File: src/rtl/cpu_pkg.sv
// Shared CPU definitions used by the iterative divider: state encodings,
// default datapath width and the divide-by-zero quotient.
package cpu_pkg;

    localparam int WIDTH_DEF = 32;

    localparam logic [31:0] DIV_ZERO_Q = 32'hFFFF_FFFF;

    typedef enum logic [1:0] {
        DIV_IDLE = 2'd0,
        DIV_CALC = 2'd1,
        DIV_FIX  = 2'd2,
        DIV_DONE = 2'd3
    } div_state_e;

endpackage

File: src/rtl/iter_divider_div_step.sv
// One restoring division iteration on magnitudes: shift {rem,quo} left,
// trial-subtract the divisor and keep the difference when it is non-negative.
module div_step #(
    parameter int WIDTH = 32
) (
    input  logic [WIDTH-1:0] rem,
    input  logic [WIDTH-1:0] quo,
    input  logic [WIDTH-1:0] dvs,
    output logic [WIDTH-1:0] rem_next,
    output logic [WIDTH-1:0] quo_next
);

    logic [WIDTH:0] rem_sh;
    logic [WIDTH:0] trial;

    assign rem_sh = {rem, quo[WIDTH-1]};
    assign trial  = rem_sh - {1'b0, dvs};

    // Bit WIDTH of the trial acts as the borrow: set means restore.
    always_comb begin
        rem_next = rem_sh[WIDTH-1:0];
        quo_next = {quo[WIDTH-2:0], 1'b0};
        if (!trial[WIDTH]) begin
            rem_next = trial[WIDTH-1:0];
            quo_next = {quo[WIDTH-2:0], 1'b1};
        end
    end

endmodule

File: src/rtl/iter_divider.sv
// Multi-cycle restoring divider for DIV/DIVU (quotient -> LO, remainder -> HI).
// Optional macro DIV_ZERO_FAST_EN: divide by zero bypasses the iterations.
module iter_divider
    import cpu_pkg::*;
#(
    parameter int WIDTH = WIDTH_DEF,
    parameter int CNT_W = 6
) (
    input  logic             clk,
    input  logic             rst,
    input  logic             start,
    input  logic             div_sign,
    input  logic [WIDTH-1:0] dividend,
    input  logic [WIDTH-1:0] divisor,
    input  logic             flush,
    output logic [WIDTH-1:0] q_out,
    output logic [WIDTH-1:0] r_out,
    output logic             busy_out,
    output logic             done_out,
    output logic             stall_out
);

    div_state_e       state_q, state_d;
    logic [CNT_W-1:0] cnt_q;
    logic [WIDTH-1:0] rem_q, quo_q, dvs_q;
    logic [WIDTH-1:0] rem_n, quo_n;
    logic             qneg_q, rneg_q, dz_q;
    logic             accept, fast_zero, last_step;

    function automatic logic [WIDTH-1:0] neg_if(input logic [WIDTH-1:0] v, input logic n);
        return n ? WIDTH'(-v) : v;
    endfunction

    function automatic logic [WIDTH-1:0] magnitude(input logic [WIDTH-1:0] v, input logic sgn);
        logic signed [WIDTH-1:0] sv;
        sv = v;
        return neg_if(v, sgn && (sv < 0));
    endfunction

`ifdef DIV_ZERO_FAST_EN
    logic zero_pend_q;
    assign fast_zero = (divisor == '0);
    assign accept    = start && !busy_out && !flush && !zero_pend_q;
`else
    assign fast_zero = 1'b0;
    assign accept    = start && !busy_out && !flush;
`endif

    assign busy_out  = (state_q == DIV_CALC) || (state_q == DIV_FIX);
    assign done_out  = (state_q == DIV_DONE);
    assign stall_out = start || busy_out;
    assign last_step = (cnt_q == CNT_W'(WIDTH - 1));

    div_step #(.WIDTH(WIDTH)) u_step (
        .rem      (rem_q),
        .quo      (quo_q),
        .dvs      (dvs_q),
        .rem_next (rem_n),
        .quo_next (quo_n)
    );

    always_ff @(posedge clk or posedge rst) begin
        if (rst) state_q <= DIV_IDLE;
        else     state_q <= state_d;
    end

    always_comb begin
        state_d = state_q;
        if (flush) begin
            state_d = DIV_IDLE;
        end else begin
            case (state_q)
                DIV_IDLE: if (accept && !fast_zero) state_d = DIV_CALC;
                DIV_CALC: if (last_step) state_d = DIV_FIX;
                DIV_FIX:  state_d = DIV_DONE;
                DIV_DONE: state_d = (accept && !fast_zero) ? DIV_CALC : DIV_IDLE;
                default:  state_d = DIV_IDLE;
            endcase
`ifdef DIV_ZERO_FAST_EN
            if (zero_pend_q) state_d = DIV_DONE;
`endif
        end
    end

    always_ff @(posedge clk or posedge rst) begin
        if (rst) begin
            cnt_q  <= '0;
            rem_q  <= '0;
            quo_q  <= '0;
            dvs_q  <= '0;
            qneg_q <= 1'b0;
            rneg_q <= 1'b0;
            dz_q   <= 1'b0;
            q_out  <= '0;
            r_out  <= '0;
`ifdef DIV_ZERO_FAST_EN
            zero_pend_q <= 1'b0;
`endif
        end else if (flush) begin
`ifdef DIV_ZERO_FAST_EN
            zero_pend_q <= 1'b0;
`endif
        end else if (accept) begin
            cnt_q  <= '0;
            rem_q  <= '0;
            quo_q  <= magnitude(dividend, div_sign);
            dvs_q  <= magnitude(divisor, div_sign);
            qneg_q <= div_sign && (dividend[WIDTH-1] ^ divisor[WIDTH-1]);
            rneg_q <= div_sign && dividend[WIDTH-1];
            dz_q   <= (divisor == '0);
`ifdef DIV_ZERO_FAST_EN
            // Raw dividend is parked in quo_q so the pending cycle can publish it.
            if (fast_zero) begin
                quo_q       <= dividend;
                zero_pend_q <= 1'b1;
            end
`endif
        end else if (state_q == DIV_CALC) begin
            rem_q <= rem_n;
            quo_q <= quo_n;
            cnt_q <= cnt_q + CNT_W'(1);
        end else if (state_q == DIV_FIX) begin
            // The all-ones quotient of x/0 must not be sign-corrected; the
            // remainder already reconstructs the original dividend.
            q_out <= dz_q ? WIDTH'(DIV_ZERO_Q) : neg_if(quo_q, qneg_q);
            r_out <= neg_if(rem_q, rneg_q);
        end
`ifdef DIV_ZERO_FAST_EN
        else if (zero_pend_q) begin
            q_out       <= WIDTH'(DIV_ZERO_Q);
            r_out       <= quo_q;
            zero_pend_q <= 1'b0;
        end
`endif
    end

endmodule

File: config.mk
export PLATFORM = sky130hd
export DESIGN_NAME = iter_divider
export DESIGN_NICKNAME = d
export VERILOG_FILES = /design/src/rtl/cpu_pkg.sv /design/src/rtl/iter_divider_div_step.sv /design/src/rtl/iter_divider.sv
export SDC_FILE = /design/constraint.sdc
export NUM_CORES = 1
export LEC_CHECK = 0
export CAP_MARGIN = 25
export CORE_ASPECT_RATIO = 1.75
export CORE_MARGIN = 1
export CORE_UTILIZATION = 58
export CTS_BUF_LIST = sky130_fd_sc_hd__clkbuf_8
export CTS_CLUSTER_SIZE = 30
export DETAILED_ROUTE_END_ITERATION = 7
export PLACE_DENSITY_LB_ADDON = 0.25
export SKIP_CTS_REPAIR_TIMING = 1
export SLEW_MARGIN = 5
export SYNTH_ARGS = -nofsm -noshare
export SYNTH_HDL_FRONTEND = slang
export SYNTH_SLANG_ARGS = --single-unit
export TNS_END_PERCENT = 1
File: constraint.sdc
create_clock -name clk -period 6.97 [get_ports clk]
set_input_delay 1.394 -clock clk [delete_from_list [all_inputs] [get_ports clk]]
set_output_delay 1.394 -clock clk [all_outputs]
set_load 0.01 [all_outputs]
==> out/metrics.yaml <==
critical_path:
  critical-path-top-delay-family: "compound AO/OA/AOI/OAI gates"
  critical_path.startpoint_type: "flip-flop"
  worst-setup-path-type: "flip-flop to flip-flop"
  cp.arrival_ps: 4780
  timing.critical_path.depth: 12
  critPathMaxFanout: 22
  timing.critical_path.cells: "ha_1 > a21oi_1 > o21ai_0 > nor3_1 > o21ai_0 > a221oi_1 > nor3_1 > o22ai_1 > xor2_4 > buf_4 > mux2i_1 > o21ai_0"
  path_common_cell: "o21ai_0"
  end_kind: "flip-flop"
  crit_path_max_incr_delay_ps: 570
  path_depth_of_the_worst_reg2reg_path: 12
  critical_path_buf_inv_count: 1
  timing.critical_path.slowest_stage_cell: "o22ai_1"
  crit_required_ps: 7320
clock_tree:
  clk_pin_slew_ps: 90
  clock-sinks: 171
  cts-root-to-sink-buffers: 2
  cts.htree.levels: 4
  cts-buffers-inserted: 17
  insertion_delay_ps: 480
  clockRootBuffer: "clkbuf_8"
  cts_tree: "yes"
synth:
  post_synth_num_cell_types: 62
  yosysWarnings: 0
  synth_area_leaders: "dfrtp_1 39%, xor2_1 7.0%, o21ai_0 6.5%"
  synth_fa_ha_area_frac: 0.04808
  yosys_most_used_dff: "dfrtp_1"
  postSynthRegisterBits: 171
  yosys-mux-area-fraction: 0.02359
  synth-xor-area-share: 0.1209
  count_of_flip_flops_with_a_built_in_enable_after_synthesis: 0
  syn-num-nets: 1415
  dominant_combinational_cell_family_by_area_after_synthesis: "compound AO/OA/AOI/OAI gates"
  netlist_top_cells_count: "171 x dfrtp_1, 165 x nand2_1, 144 x o21ai_0, 108 x nor2_1, 106 x a21oi_1"
  netlist.area_leader.share: 0.3860
  synth.most_common_cell: "dfrtp_1"
  synth_area_leader_cell: "dfrtp_1"
  avgSynthCellArea_um2: 8.501
  syn-cell-area_um2: 11090
  post_synthesis_simple_gate_area_fraction: 0.1672
  synthArstFlopShare: 1.000
  synth-compound-area-share: 0.2129
  synthesized_netlist_cell_count: 1304
  synth_seq_area_share: 0.3860
timing:
  timing.slew.headroom: 0.3287
  finalSetupViolations: 0
  worst-slew-pin-transition_ps: 1007
  timing.fmax_mhz: 225.5
  rsz0062_at_grt: "false"
  final.hold.worst_slack_ps: 484.0
  layout_worst_path_cycle_share: 0.6363
  slew_limit_fails: 0
  worst_clk_skew_ps: 17.32
  final.setup.tns_ps: 0
  min_cycle_time_layout_ps: 4435
  final-hold-violation-count: 0
floorplanning:
  boundaryPins: 136
  coreArea_um2: 18660
  die_extent_in_x_um: 106.5
  initial_core_utilization: 0.5940
  die_h_um: 184.9
  fp.dieArea_um2: 19690
  fp-row-count: 66
drt:
  drt-total-wl_um: 31160
  routedWlPerCell_um: 18.78
  drt_iter0_drc: 463
  drt_pre_antenna_iters: 7
  route.vias.total: 10139
  antenna_violating_nets_post_route: 0
  drc: 0
  via_to_cell_ratio: 6.112
cells_and_area:
  fin_nets: 1520
  fin_cells: 1659
  post_route_cells_drive_above_1_share: 0.05137
  area_delta_synth_final_pct: 18.27
  antenna-diode-count: 0
  finish.utilization: 0.7025
placed_design:
  gpl.final_weighted_congestion: 1.038
  number_of_buffer_cells_added_on_primary_ports: 135
  place_hpwl_um: 23430
  dp_cells: 1624
status:
  status: "complete, no violations"
power_and_ir_drop:
  max-vdd-ir-drop_uv: 212.4
  total_power_draw_mw: 6.201
  power.density_cell_area_nw_per_um2: 472.9
  power.static_leakage_nw: 5.659
grt:
  first_pass_grt_wire_length_um: 50070
  globalRouteTotalUtil: 0.3299
  grt_pass1_vias: 10358
  antenna_found_initial: 0
  maximum_number_of_pins_on_one_net_before_global_route_repair: 91
  grt.overflow.total: 0
flow_run:
  cap_viol_max_count: 0
hold_path:
  timing.hold.worst.class: "flip-flop to flip-flop"
  min_delay_path_depth: 2
[stage by stage]
stage / instance area [um2] / worst slack, ps
4_1_cts: 13060 / 2622
2_1_floorplan: 11090 / 944.2
5_1_grt: 13110 / 2274
3_3_place_gp: 12610 / 2406
6_report: 13110 / 2535
3_5_place_dp: 12620 / 2363
[layout make-up]
cell class                 instances  area [um2]
tap                              238       297.8
timing repair buffer             151        1504
clock buffer                      18       247.7
inverter                          56       215.2
multi-input combinational       1012        6380
clock inverter                    13       187.7
fill                            1566        5552
sequential                       171        4279
[routing by layer]
metal  track usage  up-vias  part of all wire
li1              -     4813                 -
met1        0.3100     4840              0.34
met2        0.6182      341              0.54
met3       0.04574      145             0.034
met4        0.2800        0             0.087
met5             0        -                 0
[worst reg2reg max path: cells and delay by family (launching register included)]
kind	cells	cell delay (ps)
AND/OR/NAND/NOR	2	380
adder cells (fa/ha/maj)	1	430
AO/OA/AOI/OAI	6	1760
flip-flops	1	460
multiplexers	1	260
buffers and inverters	1	450
XOR/XNOR	1	570
[final timing paths]
kind | slack (ps) | to | startpoint
max in group asynchronous | 4640 | rem_q[17] | rst
min in group asynchronous | 1290 | q_out[16] | rst
worst max-delay path | 2530 | rem_q[3] | rem_q[16]
worst min register to register | 480 | r_out[24] | r_out[24]
worst min-delay path | 480 | r_out[24] | r_out[24]
worst max register to register | 2530 | rem_q[3] | rem_q[16]
[placed cells by master, fill, tap and decap left out, types with 13 or more instances in the layout]
cell	instances
clkbuf_8	18
o21ai_0	144
nor4_1	15
nand2_1	165
clkdlybuf4s50_1	135
nor3_1	18
dfrtp_1	171
nor2_1	106
xnor2_1	64
o31ai_1	19
mux2i_1	25
a21oi_1	106
ha_1	41
xor2_1	88
a22oi_1	13
o41ai_1	18
nand3_1	20
inv_1	54
[cells by family after synthesis]
family                     Yosys count
and+or+nand+nor                    404
DFF                                171
muxes                               26
xor gates and xnor gates           153
buffers and inverters              121
adders and majority gates           42
AOI/OAI and AO/OA                  387
[state kept, by name (all words and copies together) (netlist names), 2 cells and up]
register and count:
dvs_q 32, rem_q 32, cnt_q 6, r_out 32
quo_q 32, state_q 2, q_out 32
[where the power goes]
part / switching (mW) / internal (mW) / total (mW) / leakage (nW)
sequential: 0.542 / 1.42 / 1.96 / 2.15
combinational: 1.88 / 1.57 / 3.46 / 3.29
clock: 0.380 / 0.401 / 0.781 / 0.218
total: 2.81 / 3.40 / 6.20 / 5.66
No activity file was read; power rests on OpenSTA's default activity.
